$ cat src/rtl/f1_reaction_monitor.sv
// f1_reaction_monitor
//   Receiving end of the F1 start-light interface. Checks that the 8-bit
//   thermometer light bar advances legally (hold or one-light step), detects
//   lights-out after the full bar, then times the driver's button press.
//   One result per start (reaction time, jump start or timeout) leaves through
//   a valid/ready handshake; protocol violations park the block in FAULT until
//   fault_clr.
//
// Ports
//   clk           system clock, rising edge
//   rst           asynchronous reset, active low
//   lights[7:0]   light bar from the sequencer
//   btn           driver button (level, synchronous to clk)
//   result_ready  consumer accepts the result when high with result_valid
//   fault_clr     leaves FAULT, back to SYNC
//   result_valid  result registers hold a valid result
//   react_time    cycles from lights-out to press; all-ones on timeout, 0 on jump start
//   jump_start    result qualifier: press before lights-out
//   timeout       result qualifier: counter saturated without a press
//   fault         high while in FAULT
//   armed         high in ARMING, FULL and TIMING
module f1_reaction_monitor #(
    parameter int unsigned CNT_W = 16
) (
    input  logic             clk,
    input  logic             rst,
    input  logic [7:0]       lights,
    input  logic             btn,
    input  logic             result_ready,
    input  logic             fault_clr,
    output logic             result_valid,
    output logic [CNT_W-1:0] react_time,
    output logic             jump_start,
    output logic             timeout,
    output logic             fault,
    output logic             armed
);

    typedef enum logic [2:0] {
        ST_SYNC   = 3'd0,
        ST_IDLE   = 3'd1,
        ST_ARMING = 3'd2,
        ST_FULL   = 3'd3,
        ST_TIMING = 3'd4,
        ST_DONE   = 3'd5,
        ST_FAULT  = 3'd6
    } state_t;

    state_t           state;
    logic [7:0]       prev;
    logic             btn_q;
    logic [CNT_W-1:0] count;
    logic             btn_edge;
    logic             legal_step;

    assign btn_edge = btn & ~btn_q;

    // A gated sequencer may hold a pattern, so hold is as legal as a single step.
    assign legal_step = (lights == prev) || (lights == {prev[6:0], 1'b1});

    always_comb begin
        armed = (state == ST_ARMING) || (state == ST_FULL) || (state == ST_TIMING);
    end

    always_ff @(posedge clk or negedge rst) begin
        if (!rst) begin
            state        <= ST_SYNC;
            prev         <= '0;
            btn_q        <= 1'b0;
            count        <= '0;
            result_valid <= 1'b0;
            react_time   <= '0;
            jump_start   <= 1'b0;
            timeout      <= 1'b0;
            fault        <= 1'b0;
        end else begin
            btn_q <= btn;
            prev  <= lights;
            case (state)
                ST_SYNC: begin
                    if (lights == 8'h00)
                        state <= ST_IDLE;
                end
                ST_IDLE: begin
                    if (lights == 8'h01) begin
                        state <= ST_ARMING;
                    end else if (lights != 8'h00) begin
                        state <= ST_FAULT;
                        fault <= 1'b1;
                    end
                end
                ST_ARMING: begin
                    // A press outranks any lights check in the same cycle.
                    if (btn_edge) begin
                        state        <= ST_DONE;
                        result_valid <= 1'b1;
                        jump_start   <= 1'b1;
                        react_time   <= '0;
                    end else if (!legal_step) begin
                        state <= ST_FAULT;
                        fault <= 1'b1;
                    end else if (lights == 8'hFF) begin
                        state <= ST_FULL;
                    end
                end
                ST_FULL: begin
                    // A press in the cycle lights-out is first seen is still a jump start.
                    if (btn_edge) begin
                        state        <= ST_DONE;
                        result_valid <= 1'b1;
                        jump_start   <= 1'b1;
                        react_time   <= '0;
                    end else if (lights == 8'h00) begin
                        state <= ST_TIMING;
                        count <= '0;
                    end else if (lights != 8'hFF) begin
                        state <= ST_FAULT;
                        fault <= 1'b1;
                    end
                end
                ST_TIMING: begin
                    // Lights are ignored here: the sequencer may already restart at 01.
                    if (btn_edge) begin
                        state        <= ST_DONE;
                        result_valid <= 1'b1;
                        react_time   <= count;
                    end else if (count == '1) begin
                        state        <= ST_DONE;
                        result_valid <= 1'b1;
                        timeout      <= 1'b1;
                        react_time   <= '1;
                    end else begin
                        count <= count + 1'b1;
                    end
                end
                ST_DONE: begin
                    if (result_ready) begin
                        state        <= ST_SYNC;
                        result_valid <= 1'b0;
                        jump_start   <= 1'b0;
                        timeout      <= 1'b0;
                    end
                end
                ST_FAULT: begin
                    if (fault_clr) begin
                        state <= ST_SYNC;
                        fault <= 1'b0;
                    end
                end
                default: state <= ST_SYNC;
            endcase
        end
    end

endmodule

$ cat config.mk
export PLATFORM = sky130hd
export DESIGN_NAME = f1_reaction_monitor
export DESIGN_NICKNAME = d
export VERILOG_FILES = /design/src/rtl/f1_reaction_monitor.sv
export SDC_FILE = /design/constraint.sdc
export NUM_CORES = 1
export LEC_CHECK = 0
export BUFFER_PORTS_ARGS = -buffer_cell sky130_fd_sc_hd__buf_2
export CORE_UTILIZATION = 50
export CTS_BUF_LIST = sky130_fd_sc_hd__clkbuf_8 sky130_fd_sc_hd__clkbuf_16
export DETAILED_ROUTE_END_ITERATION = 12
export PLACE_DENSITY = 0.85
export SLEW_MARGIN = 20
export SYNTH_ARGS = -nofsm -noshare
export SYNTH_HDL_FRONTEND = slang
export SYNTH_SLANG_ARGS = --single-unit
$ cat constraint.sdc
create_clock -name clk -period 2.4 [get_ports clk]
set_clock_uncertainty 0.2 [all_clocks]
set_input_delay 0.48 -clock clk [delete_from_list [all_inputs] [get_ports clk]]
set_output_delay 0.48 -clock clk [all_outputs]
set_load 0.1 [all_outputs]
### Yosys cells after proc, flatten, opt, wreduce, memory -nomap -nowiden

Cells that the tools add are included.

| word-level totals | value |
|---|---|
| register bits after elaboration | 48 |
| bits in latches | 0 |
| bits in writable memories | 0 |
| bits in read-only memories | 0 |
| input bits | 13 |
| output and inout bits | 21 |
| memories kept | 0 |

| operators by class | value |
|---|---|
| $add $sub $neg | 1 |
| multipliers | 0 |
| div/mod/pow operators | 0 |
| order comparisons | 0 |
| eq/ne operators | 31 |
| shift-type cells | 0 |
| mux-type cells | 40 |
| bitwise logic cells | 2 |
| reduce and logical (&&, ||, !) cells | 20 |

Operators by type and width:

| kind | number |
|---|---|
| two-way mux 16 bit | 7 |
| one-hot mux 16 bit (2 select lines) | 2 |
| two-way mux 3 bit | 13 |
| != test 2 bit (second input constant) | 11 |
| one-hot mux 3 bit (7 select lines) | 1 |
| adder 16 x 1 -> 16 bit (second input constant) | 1 |
| == test 16 bit (second input constant) | 1 |
| == test 8 bit | 2 |
| two-way mux 1 bit | 13 |
| == test 3 bit (second input constant) | 3 |
| AND reduction 9 bit | 1 |
| == test 8 x 1 -> 1 bit (second input constant) | 1 |
| == test 8 bit (second input constant) | 1 |
| logical NOT 8 bit | 1 |
| != test 2 x 1 -> 1 bit (second input constant) | 4 |
| != test 8 bit (second input constant) | 1 |
| AND reduction 4 bit | 2 |
| nonzero test 2 bit | 4 |
| nonzero test 8 bit | 1 |
| AND reduction 7 bit | 1 |
| == test 3 x 2 -> 1 bit (second input constant) | 2 |
| AND reduction 3 bit | 2 |
| AND reduction 5 bit | 1 |
| != test 4 x 2 -> 1 bit (second input constant) | 1 |
| other kinds (14) | 17 |

### Logic depth before layout (Yosys ltp)

Gate-level depths: netlist (run 1).

| logic depth | value |
|---|---|
| word-level depth | 5 |
| mapped depth | 8 |
| depth with buffers taken out | 7 |

### Worst setup path after synthesis (run 1)

OpenSTA, ideal clock, no wires.

| timing path | value |
|---|---|
| path type | flip-flop to flip-flop |
| start point | register state[1] |
| end point | register react_time[0] |
| setup time | 121 ps |
| arrival time | 2399 ps |
| required time | 2079 ps |
| setup slack | -320 ps |
| cell stages (with the launch flop) | 8 |
| path buffers | 2 |
| clock period less this slack | 2720 ps |
| cells stage by stage | dfrtp_1 -> clkbuf_1 -> or3b_1 -> nand2b_1 -> nand2_1 -> clkbuf_1 -> a21oi_1 -> nor2_1 |

| between the ends | value |
|---|---|
| longest elaborated chain between the ends | 4 |
| elaborated cells between the ends (all ways) | 9 |
| classes of those cells | 5 x eq/ne; 1 x mux; 3 x reduce/logical |

Ends and longest elaborated chain:

| element | RTL line | source |
|---|---|---|
| start: declaration | 49 | `state_t state;` |
| start signal: assignment | 67 | `state <= ST_SYNC;` |
| start signal: assignment | 82 | `state <= ST_IDLE;` |
| start signal: assignment | 86 | `state <= ST_ARMING;` |
| == test 3 x 2 -> 1 bit | 79 | `case (state)` |
| OR reduction 2 bit (no source line) | n/a |  |
| != test 2 x 1 -> 1 bit (no source line) or nonzero test 2 bit (tied branches) | n/a |  |
| AND reduction 3 bit (no source line) | n/a |  |
| end signal: assignment | 126 | `react_time <= count;` |
| end: declaration | 32 | `output logic [CNT_W-1:0] react_time,` |

Several ways; a longest one is shown, not always the timed one.
A chain may end at the register's enable or synchronous reset.

### Final worst setup path (run 1)

| timing path | value |
|---|---|
| start point | register count[0] |
| end point | register state[0] |

| between the ends | value |
|---|---|
| longest elaborated chain between the ends | 3 |

Ends and longest elaborated chain:

| element | RTL line | source |
|---|---|---|
| start: declaration | 52 | `logic [CNT_W-1:0] count;` |
| start signal: assignment | 133 | `count <= count + 1'b1;` |
| == test 16 bit | 127 | `end else if (count == '1) begin` |
| != test 3 x 2 -> 1 bit (no source line) | n/a |  |
| AND reduction 7 bit (no source line) | n/a |  |
| end signal: assignment | 124 | `state <= ST_DONE;` |
| end signal: assignment | 128 | `state <= ST_DONE;` |
| end signal: assignment | 138 | `state <= ST_SYNC;` |

Every way passes these cells.

==> metrics.md, run 1 <==
| Metric | Value |
|---|---|
| Max Cap Viol | `0` |
| Die W | `between 70 and 80 um` |
| GPL Wtd Cong | `0.9334` |
| # IOs | `34` |
| Nets@finish | `approximately 330` |
| Antenna Nets Post-Route | `0` |
| CTS root buffer | `clkbuf_8` |
| CP max stage cell | `dfrtp_1` |
| Critical path data required time | `around 2.4 ns` |
| Worst setup EP type | `flop` |
| Final setup violation count | `0` |
| EDFF count, synth | `0` |
| Final Util | `0.6339` |
| Design Area, Final | `0.003014 mm2` |
| Synth unique cells | `51` |
| CTS Sinks | `48` |
| Reg clk slew, reported paths | `approximately 0.09 ns` |
| Worst hold path class | `input port to flop` |
| Setup CP Type | `flop to flop` |
| Setup ws final | `0.04987 ns` |
| Initial antenna violation count | `0` |
| Hold Vio Cnt, Final | `0` |
| Critical path startpoint | `count[0]` |
| First drt pass iteration count | `4` |
| GRT Total Usage | `0.2306` |
| Worst Setup Start Kind | `flop` |
| Crit-path max cell delay | `0.39 ns` |
| Max_slew headroom | `0.6523` |
| Antenna fix cells | `0` |
| Post-DP Area | `approximately 0.0029 mm2` |
| Drt first-iter violations | `between 200 and 250` |
| Slew Viols, Final | `0` |
| Syn_nets | `283` |
| Largest net degree at the start of global routing | `19` |
| CP Max Fanout | `4` |
| Worst-skew pair later-pin latency | `about 0.3 ns` |
| Initial core utilization | `0.5250` |
| WL final | `about 5400 um` |
| Post-Layout Cell Count | `388` |
| Input/output buffers | `33` |
| Top FF cell, synth | `dfrtp_1` |
| Chip Height | `between 70 and 80 um` |
| Mapped Cells | `~270` |
| Max VDD drop | `0.0007857 V` |
| Async SR Flop Fraction | `1.000` |
| Synthesized area | `about 0.0025 mm2` |
| FF-to-FF Start | `count[0]` |
| Setup slack, reg-to-reg | `0.05 ns` |
| DRC Markers | `0` |
| Power density over cell area | `1362 mW/mm2` |
| FMAX | `roughly 430 MHz` |
| Global-route wire length before repair | `9459 um` |
| Register area share after synthesis | `0.4812` |
| HPWL Detailed | `3838 um` |
| Post-placement cell count | `379` |
| Core area | `~0.0048 mm2` |
| Die area | `0.005279 mm2` |
| Layout cell share with drive strength beyond 1 | `0.2399` |
| Synthesis-to-finish area growth | `20.75%` |
| Pwr Total | `4.105 mW` |
| LEAKAGE | `1.339 nW` |
| GR Overflow Total | `0` |
| Status | `completed` |
| Max Buffers Root-to-Sink | `2` |
| Routed len/inst | `13.96 um` |
| Crit path to | `state[0]` |
| Worst reg2reg path endpoint | `state[0]` |
| Mapped Avg Cell Area | `~9.3 um2` |
| Register bit total from synthesis | `48` |
| FP Rows | `25` |
| Fin crit share | `0.9792` |
| Worst slew pin tran | `0.5203 ns` |
| Cells on worst reg2reg path | `7` |
| Worst hold slack | `0.09941 ns` |
| Setup TNS | `0 ns` |
| Hold Crit Depth | `1` |
| Num CTS Buffers | `5` |
| CP Cell Sequence | `ha_1 -> and4_1 -> and3_1 -> a311oi_2 -> a21oi_2 -> o211ai_1 -> mux2_2` |
| Yosys warnings | `0` |
| Vias in the first global route | `2073` |
| Tmin final | `2.350 ns` |
| CTS tree | `yes` |
| Detailed-route vias per instance | `5.436` |
| Pre-CTS setup slack | `-0.1039 ns` |
| H-tree depth | `2` |
| Critical Path AT | `2.35 ns` |
| Vias | `2109` |
-- cell usage after synthesis, types with 2 or more instances --
cell,instances,area share
nor3_1,3,0.0060
nor2b_1,5,0.013
nand3_1,11,0.022
inv_1,6,0.0090
clkbuf_1,4,0.0060
mux2_1,2,0.0090
xor2_1,18,0.063
xnor2_1,10,0.035
dfrtp_1,48,0.48
a22oi_1,2,0.0060
or3_1,2,0.0050
nor4_1,2,0.0050
nand4_1,8,0.020
a31oi_1,2,0.0050
nand2b_1,6,0.015
or2_2,2,0.0050
and3_1,4,0.010
o21ai_0,4,0.0080
nand2_1,16,0.024
buf_2,6,0.012
a21oi_1,24,0.048
nor2_1,55,0.083
-- cells in the final DEF, fill, tap and decap left out, types with 5 or more instances in the layout --
cell type | Yosys | final
a21oi_1 | 24 | 23
buf_2 | 6 | 32
buf_4 | 1 | 20
clkbuf_8 | 0 | 6
dfrtp_1 | 48 | 48
inv_1 | 6 | 6
nand2_1 | 16 | 15
nand2b_1 | 6 | 5
nand3_1 | 11 | 11
nand4_1 | 8 | 8
nor2_1 | 55 | 55
nor2b_1 | 5 | 5
xnor2_1 | 10 | 10
xor2_1 | 18 | 18
-- layout make-up --
| class | instances | area (um2) |
|---|---|---|
| clock inverters | 2 | 15.01 |
| flip-flops and latches | 48 | 1201 |
| inverters | 6 | 22.52 |
| repair buffers | 55 | 360.3 |
| clock buffers | 6 | 82.58 |
| well taps | 67 | 83.83 |
| fillers | 401 | 1740 |
| multi-input cells | 204 | 1249 |
-- state kept, by name (all words and copies together) (netlist names) --
signal	count
state	3
result_valid	1
timeout	1
jump_start	1
fault	1
count	16
prev	8
btn_q	1
react_time	16
-- cells by family after synthesis --
group / synth area share
DFF: 0.4812
buffers and inverters: 0.03007
muxes: 0.009022
AOI/OAI and AO/OA: 0.1158
xor gates and xnor gates: 0.09824
and+or+nand+nor: 0.2607
adders and majority gates: 0.005012
-- report_power, final --
group	switching [mW]	internal, mW
combinational	1.83	0.614
clock	0.279	0.234
sequential	0.121	1.03
total	2.23	1.87
-- metal layers --
metal / GRT usage / routed length, um
met5: 0 / 0
met4: 0.08279 / 80
met3: 0.04558 / 208
met2: 0.3759 / 2680
met1: 0.3073 / 2447
-- worst max-delay path, delay by kind of cell, from the launching register on --
family / cells / cell delay [ns]
AND/OR/NAND/NOR: 2 / 0.47
multiplexers: 1 / 0.37
adder cells (fa/ha/maj): 1 / 0.23
AO/OA/AOI/OAI: 3 / 0.58
flip-flops: 1 / 0.39
-- how the worst min path moves through the flow --
stage	slack [ns]	from	end
floorplan	-0.02	rst	btn_q
global placement	0.19	rst	react_time[1]
detailed placement	0.19	rst	react_time[1]
CTS	0.09	btn	btn_q
global route	0.09	btn	btn_q
finish	0.1	btn	btn_q
-- repair_timing --
item | in CTS | in global routing
gates resized for setup | 0 | 6
hold buffers | 1 | 0
buffers inserted | 0 | 0
endpoints found under the setup margin | 0 | 27
endpoints found under the hold margin | 13 | 0
Power figures use the tool's default switching activity.
==> run 2, diff against run 1 <==
- ABC_AREA: not set -> 1
- CORE_UTILIZATION: 50 -> 25
- PLACE_DENSITY: 0.85 -> 0.53
==> metrics.md, run 2 <==
| Metric | Value |
|---|---|
| Status | `completed` |
| Layout cell share with drive strength beyond 1 | `0.1634` |
| CP Max Fanout | `5` |
| CP Cell Sequence | `inv_2 -> nand2_1 -> nor2_2 -> inv_1 -> nand2_2 -> buf_12` |
| HPWL Detailed | `4591 um` |
| CTS Sinks | `48` |
| Register bit total from synthesis | `48` |
| Async SR Flop Fraction | `1.000` |
| Synth top area share | `0.4408` |
| LEAKAGE | `approximately 1.5 nW` |
| RSZ-0062 raised after global routing | `no` |
| Mapped Cells | `366` |
| Setup ws final | `approximately 0.18 ns` |
| Detailed-route vias per instance | `4.369` |
| Area leader, netlist | `dfrtp_1` |
| Design Area, Final | `0.003176 mm2` |
| Max VDD drop | `just over 0.0006 V` |
| Synth unique cells | `30` |
| Synth cell count leaders | `123 x nand2_1, 48 x dfrtp_1, 43 x nor2_1, 40 x o21ai_0, 27 x inv_1` |
| Register area share after synthesis | `0.4408` |
| Max Cap Viol | `0` |
| Hold Vio Cnt, Final | `0` |
| Hold Crit Depth | `1` |
| Postcts setup bufs | `0` |
| EDFF count, synth | `0` |
| Commonest cells after routing, fill and taps aside | `122 x nand2_1, 48 x dfrtp_1, 43 x nor2_1` |
| Fin crit share | `0.9255` |
| Synthesized area | `0.002725 mm2` |
| Fillers | `1132` |
| Syn_nets | `380` |
| Critical path's top delay family | `simple AND/OR/NAND/NOR gates` |
| FMAX | `450.2 MHz` |
| Worst hold path class | `input port to flop` |
| Synthesis-to-finish area growth | `16.53%` |
| GPL Wtd Cong | `between 0.8 and 0.9` |
| Crit-path max cell delay | `0.41 ns` |
| Slew Viols, Final | `0` |
| Input/output buffers | `33` |
| Most numerous cell in the Yosys netlist | `nand2_1` |
| Top FF cell, synth | `dfrtp_1` |
| Die area | `0.01132 mm2` |
| Worst Setup Start Kind | `flop` |
| H-tree depth | `2` |
| Routed len/inst | `11.21 um` |
| Vias | `~2400` |
| Max_slew headroom | `0.6668` |
| # IOs | `34` |
| Largest regs | `count: 16 flops, react_time: 16 flops, prev: 8 flops` |
| Core area | `0.01046 mm2` |
| Critical Path AT | `1.54 ns` |
| Largest net degree at the start of global routing | `34` |
| Post-DP Area | `0.003074 mm2` |
| Synth area leaders | `dfrtp_1 44%, nand2_1 17%, o21ai_0 7.3%, nor2_1 5.9%, xnor2_1 4.2%` |
| Reg clk slew, reported paths | `0.09 ns` |
| Initial core utilization | `0.2605` |
| Commonest non-fill, non-tap cell in the layout | `nand2_1` |
| Setup slack, reg-to-reg | `0.38 ns` |
| GRT Total Usage | `0.1164` |
| Initial antenna violation count | `0` |
| Antenna fix cells | `0` |
| Critical path data required time | `1.72 ns` |
| Pre-CTS setup slack | `between 0.2 and 0.25 ns` |
| Setup CP Type | `flop to output port` |
| Worst-skew pair later-pin latency | `0.31 ns` |
| Worst slew pin tran | `between 0.4 and 0.5 ns` |
| Power density over cell area | `1267 mW/mm2` |
| Buf/Inv on CP | `3` |
| Nets@finish | `~420` |
| Max Buffers Root-to-Sink | `2` |
| First drt pass iteration count | `4` |
| Tmin final | `2.221 ns` |
| Area of the multi-input gates | `roughly 0.0013 mm2` |
| Die W | `between 100 and 150 um` |
| Post-cts resize count | `0` |
| Final Util | `0.3035` |
| Drt first-iter violations | `roughly 130` |
| CTS root buffer | `clkbuf_8` |
| Num CTS Buffers | `5` |
| Yosys warnings | `0` |
| Final setup violation count | `0` |
| Critical Path Stages | `6` |
| CP max stage cell | `dfrtp_1` |
| Worst setup EP type | `output port` |
| Antenna Nets Post-Route | `0` |
| CTS tree | `yes` |
| Mapped Avg Cell Area | `approximately 7.4 um2` |
| Chip Height | `106.4 um` |
| GR Overflow Total | `0` |
| Cells on worst reg2reg path | `9` |
| CTS Hold Bufs | `1` |
| Setup TNS | `0 ns` |
| Global-route wire length before repair | `10550 um` |
| WL final | `~6000 um` |
| Vias in the first global route | `2195` |
| DRC Markers | `0` |
| FF/Latch Area | `0.001201 mm2` |
| FP Rows | `37` |
run 2: cell count changes after synthesis, sizes merged, moves of 4 or more:
cell | previous run | this run
nand4 | 8 | 1
a21oi | 24 | 4
nor2b | 5 | 0
nand2b | 6 | 0
and3 | 4 | 0
o21ai | 5 | 45
nor4 | 4 | 0
xor2 | 18 | 10
nand2 | 16 | 125
or2 | 4 | 0
nor2 | 56 | 47
nand3 | 11 | 20
inv | 6 | 29
run 2: stage by stage:
step	cells	hold WS, ns	power, mW
6_report	540	0.09854	4.024
5_1_grt	540	0.09135	4.291
4_1_cts	540	0.08851	4.072
3_5_place_dp	532	0.2560	3.552
3_3_place_gp	532	0.2513	3.548
2_1_floorplan	366	-0.01559	3.122
run 2: cells by family (layout without fill, tap and decap cells):
family | count (synthesis) | in the layout | synth area share
AND/OR/NAND/NOR | 200 | 200 | 0.3044
adder cells (fa/ha/maj) | 1 | 1 | 0.004591
AO/OA/AOI/OAI | 54 | 54 | 0.1084
XOR/XNOR | 23 | 23 | 0.07392
flip-flops | 48 | 48 | 0.4408
buffers and inverters | 40 | 78 | 0.06795
run 2: power by group:
group / switching, mW / total, mW / internal [mW] / leakage [nW]
Sequential: 0.129 / 1.14 / 1.01 / 0.627
Combinational: 1.89 / 2.38 / 0.492 / 0.840
Clock: 0.275 / 0.505 / 0.230 / 0.0473
Total: 2.29 / 4.02 / 1.73 / 1.51
run 2: layer usage:
metal / up-vias / track usage / part of all wire
li1: 1229 / - / -
met1: 1081 / 0.1537 / 0.49
met2: 39 / 0.1837 / 0.45
met3: 10 / 0.02391 / 0.041
met4: 0 / 0.04861 / 0.020
met5: - / 0 / 0
run 2: worst reg2reg max path, cell delays in order (launching register included):
cell and delay [ns]:
dfrtp_1 0.41, ha_1 0.20, nand3_1 0.15, inv_1 0.12
nand2_2 0.09, o21ai_2 0.24, nand3_2 0.08, buf_4 0.23
nand2_1 0.09, o21ai_0 0.08
run 2: worst paths after layout:
path	from	endpoint
max	state[0]	armed
min	btn	btn_q
max reg2reg	count[1]	react_time[0]
min reg2reg	fault	fault
max in group asynchronous	rst	count[8]
min in group asynchronous	rst	count[0]
run 2: cell type report:
| type | instances | area share |
|---|---|---|
| clock buffer | 6 | 0.02600 |
| clock inverter | 1 | 0.002758 |
| inverter | 29 | 0.03428 |
| multi-input combinational | 278 | 0.4224 |
| sequential | 48 | 0.3782 |
| tap | 136 | 0.05359 |
| timing repair buffer | 42 | 0.08274 |
==> run 3, diff against run 2 <==
- PLACE_DENSITY: 0.53 -> 0.52
- clock period: 2.4 -> 2.5 ns (I/O delays scaled with it)
==> metrics.md, run 3 (synthesis results as in run 2) <==
| Metric | Value |
|---|---|
| Status | `completed` |
| Buf/Inv on CP | `2` |
| Vias | `2342` |
| Core area | `~0.010 mm2` |
| Commonest non-fill, non-tap cell in the layout | `nand2_1` |
| Nets@finish | `417` |
| Clock share of power | `0.145` |
| Critical path's top delay family | `simple AND/OR/NAND/NOR gates` |
| DRC Markers | `0` |
| WL final | `roughly 6100 um` |
| Critical path data required time | `1.80 ns` |
| GR Overflow Total | `0` |
| Max Buffers Root-to-Sink | `2` |
| Slew Viols, Final | `0` |
| Antenna Nets Post-Route | `0` |
| Num CTS Buffers | `5` |
| Synthesis-to-finish area growth | `16.44%` |
| Global-route wire length before repair | `around 10000 um` |
| Crit-path max cell delay | `0.48 ns` |
| Post-cts resize count | `0` |
| CTS root buffer | `clkbuf_8` |
| GPL Wtd Cong | `0.8794` |
| Sw Pwr | `2.207 mW` |
| Sw Share | `0.5620` |
| Input/output buffers | `33` |
| Vias in the first global route | `between 2000 and 2500` |
| Antenna fix cells | `0` |
| Largest regs | `count: 16 flops, react_time: 16 flops, prev: 8 flops` |
| Tmin final | `2.288 ns` |
| Worst hold path class | `input port to flop` |
| Combinational power share | `0.574` |
| Initial core utilization | `0.2605` |
| CP Cell Sequence | `nor2_4 -> nand2_2 -> nand2_1 -> inv_2 -> nand2_1 -> buf_12` |
| Die W | `106.4 um` |
| Commonest cells after routing, fill and taps aside | `123 x nand2_1, 48 x dfrtp_1, 43 x nor2_1` |
| Largest net degree at the start of global routing | `34` |
| CTS tree | `yes` |
| Drt first-iter violations | `237` |
| Sequential Power Share | `0.281` |
| Hold Vio Cnt, Final | `0` |
| CP Max Fanout | `6` |
| Max VDD drop | `0.0005622 V` |
| Detailed-route vias per instance | `4.337` |
| Critical Path AT | `1.59 ns` |
| Setup CP Type | `flop to output port` |
| Worst-skew pair later-pin latency | `0.31 ns` |
| FP Rows | `37` |
| First drt pass iteration count | `5` |
| Reg clk slew, reported paths | `0.09 ns` |
| HPWL Detailed | `4716 um` |
| Setup TNS | `0 ns` |
| Max_slew headroom | `0.6706` |
| Initial antenna violation count | `0` |
| RSZ-0062 raised after global routing | `no` |
| Pwr Total | `3.927 mW` |
| Layout cell share with drive strength beyond 1 | `0.1609` |
| CTS Sinks | `48` |
| LEAKAGE | `about 1.5 nW` |
| Max Cap Viol | `0` |
| Design Area, Final | `between 0.003 and 0.004 mm2` |
| H-tree depth | `2` |
| Worst path most repeated cell | `nand2_1` |
| Worst Setup Start Kind | `flop` |
| Worst slew pin tran | `0.4975 ns` |
| CP max stage cell | `dfrtp_1` |
| GRT Total Usage | `0.1148` |
| Post-DP Area | `0.003052 mm2` |
| Fin crit share | `0.9152` |
| Final setup violation count | `0` |
| Die area | `0.01132 mm2` |
| Worst setup EP type | `output port` |
| Chip Height | `106.4 um` |
| # IOs | `34` |
| FMAX | `~440 MHz` |
| Power density over cell area | `1238 mW/mm2` |
| Routed len/inst | `11.35 um` |
| Internal power | `between 1.5 and 2 mW` |
run 3: area by class of cell:
class	count	area [um2]
inverters	29	108.9
well taps	136	170.2
clock buffers	5	68.82
repair buffers	41	242.7
multi-input cells	278	1339
flip-flops and latches	48	1201
clock inverters	3	42.54
fillers	1163	7289
run 3: through the flow:
step                  util  std cells  worst slack [ns]  hold WS, ns
detailed placement  0.2917        531            0.2696       0.2573
finish              0.3033        540            0.2120       0.1114
global route        0.3033        540           0.08900       0.1004
CTS                 0.3033        540            0.1939       0.1055
global placement    0.2917        531            0.3134       0.2502
floorplan                -        366           0.03941     0.004409
run 3: power by group through the flow:
| stage | sequential, mW | combinational (mW) | clock, mW |
|---|---|---|---|
| 2_1_floorplan | 2.08 | 0.911 | 0 |
| 3_3_place_gp | 1.12 | 2.27 | 0 |
| 3_5_place_dp | 1.12 | 2.27 | 0 |
| 4_1_cts | 1.11 | 2.28 | 0.587 |
| 5_1_grt | 1.13 | 2.43 | 0.619 |
| 6_report | 1.10 | 2.26 | 0.568 |
run 3: timing repair:
item                                    CTS  global route
endpoints found under the hold margin    19             0
endpoints found under the setup margin    0             0
buffers inserted                          0             0
hold buffers                              1             0
run 3: final timing paths:
path	start	endpoint	slack, ns	cells past startpoint
setup / recovery	state[2]	armed	0.21	6
hold / removal	btn	btn_q	0.11	1
setup reg to reg	count[0]	react_time[5]	0.40	9
hold reg to reg	fault	fault	0.27	2
max in group asynchronous	rst	react_time[10]	1.02	3
min in group asynchronous	rst	fault	0.48	2
run 3: metal layers:
| metal | routed length, um | GRT usage | up-vias |
|---|---|---|---|
| met2 | 2798 | 0.1874 | 43 |
| met1 | 3027 | 0.1495 | 1058 |
| met3 | 187 | 0.02023 | 9 |
| li1 | - | - | 1232 |
| met4 | 115 | 0.04563 | 0 |
| met5 | 0 | 0 | - |
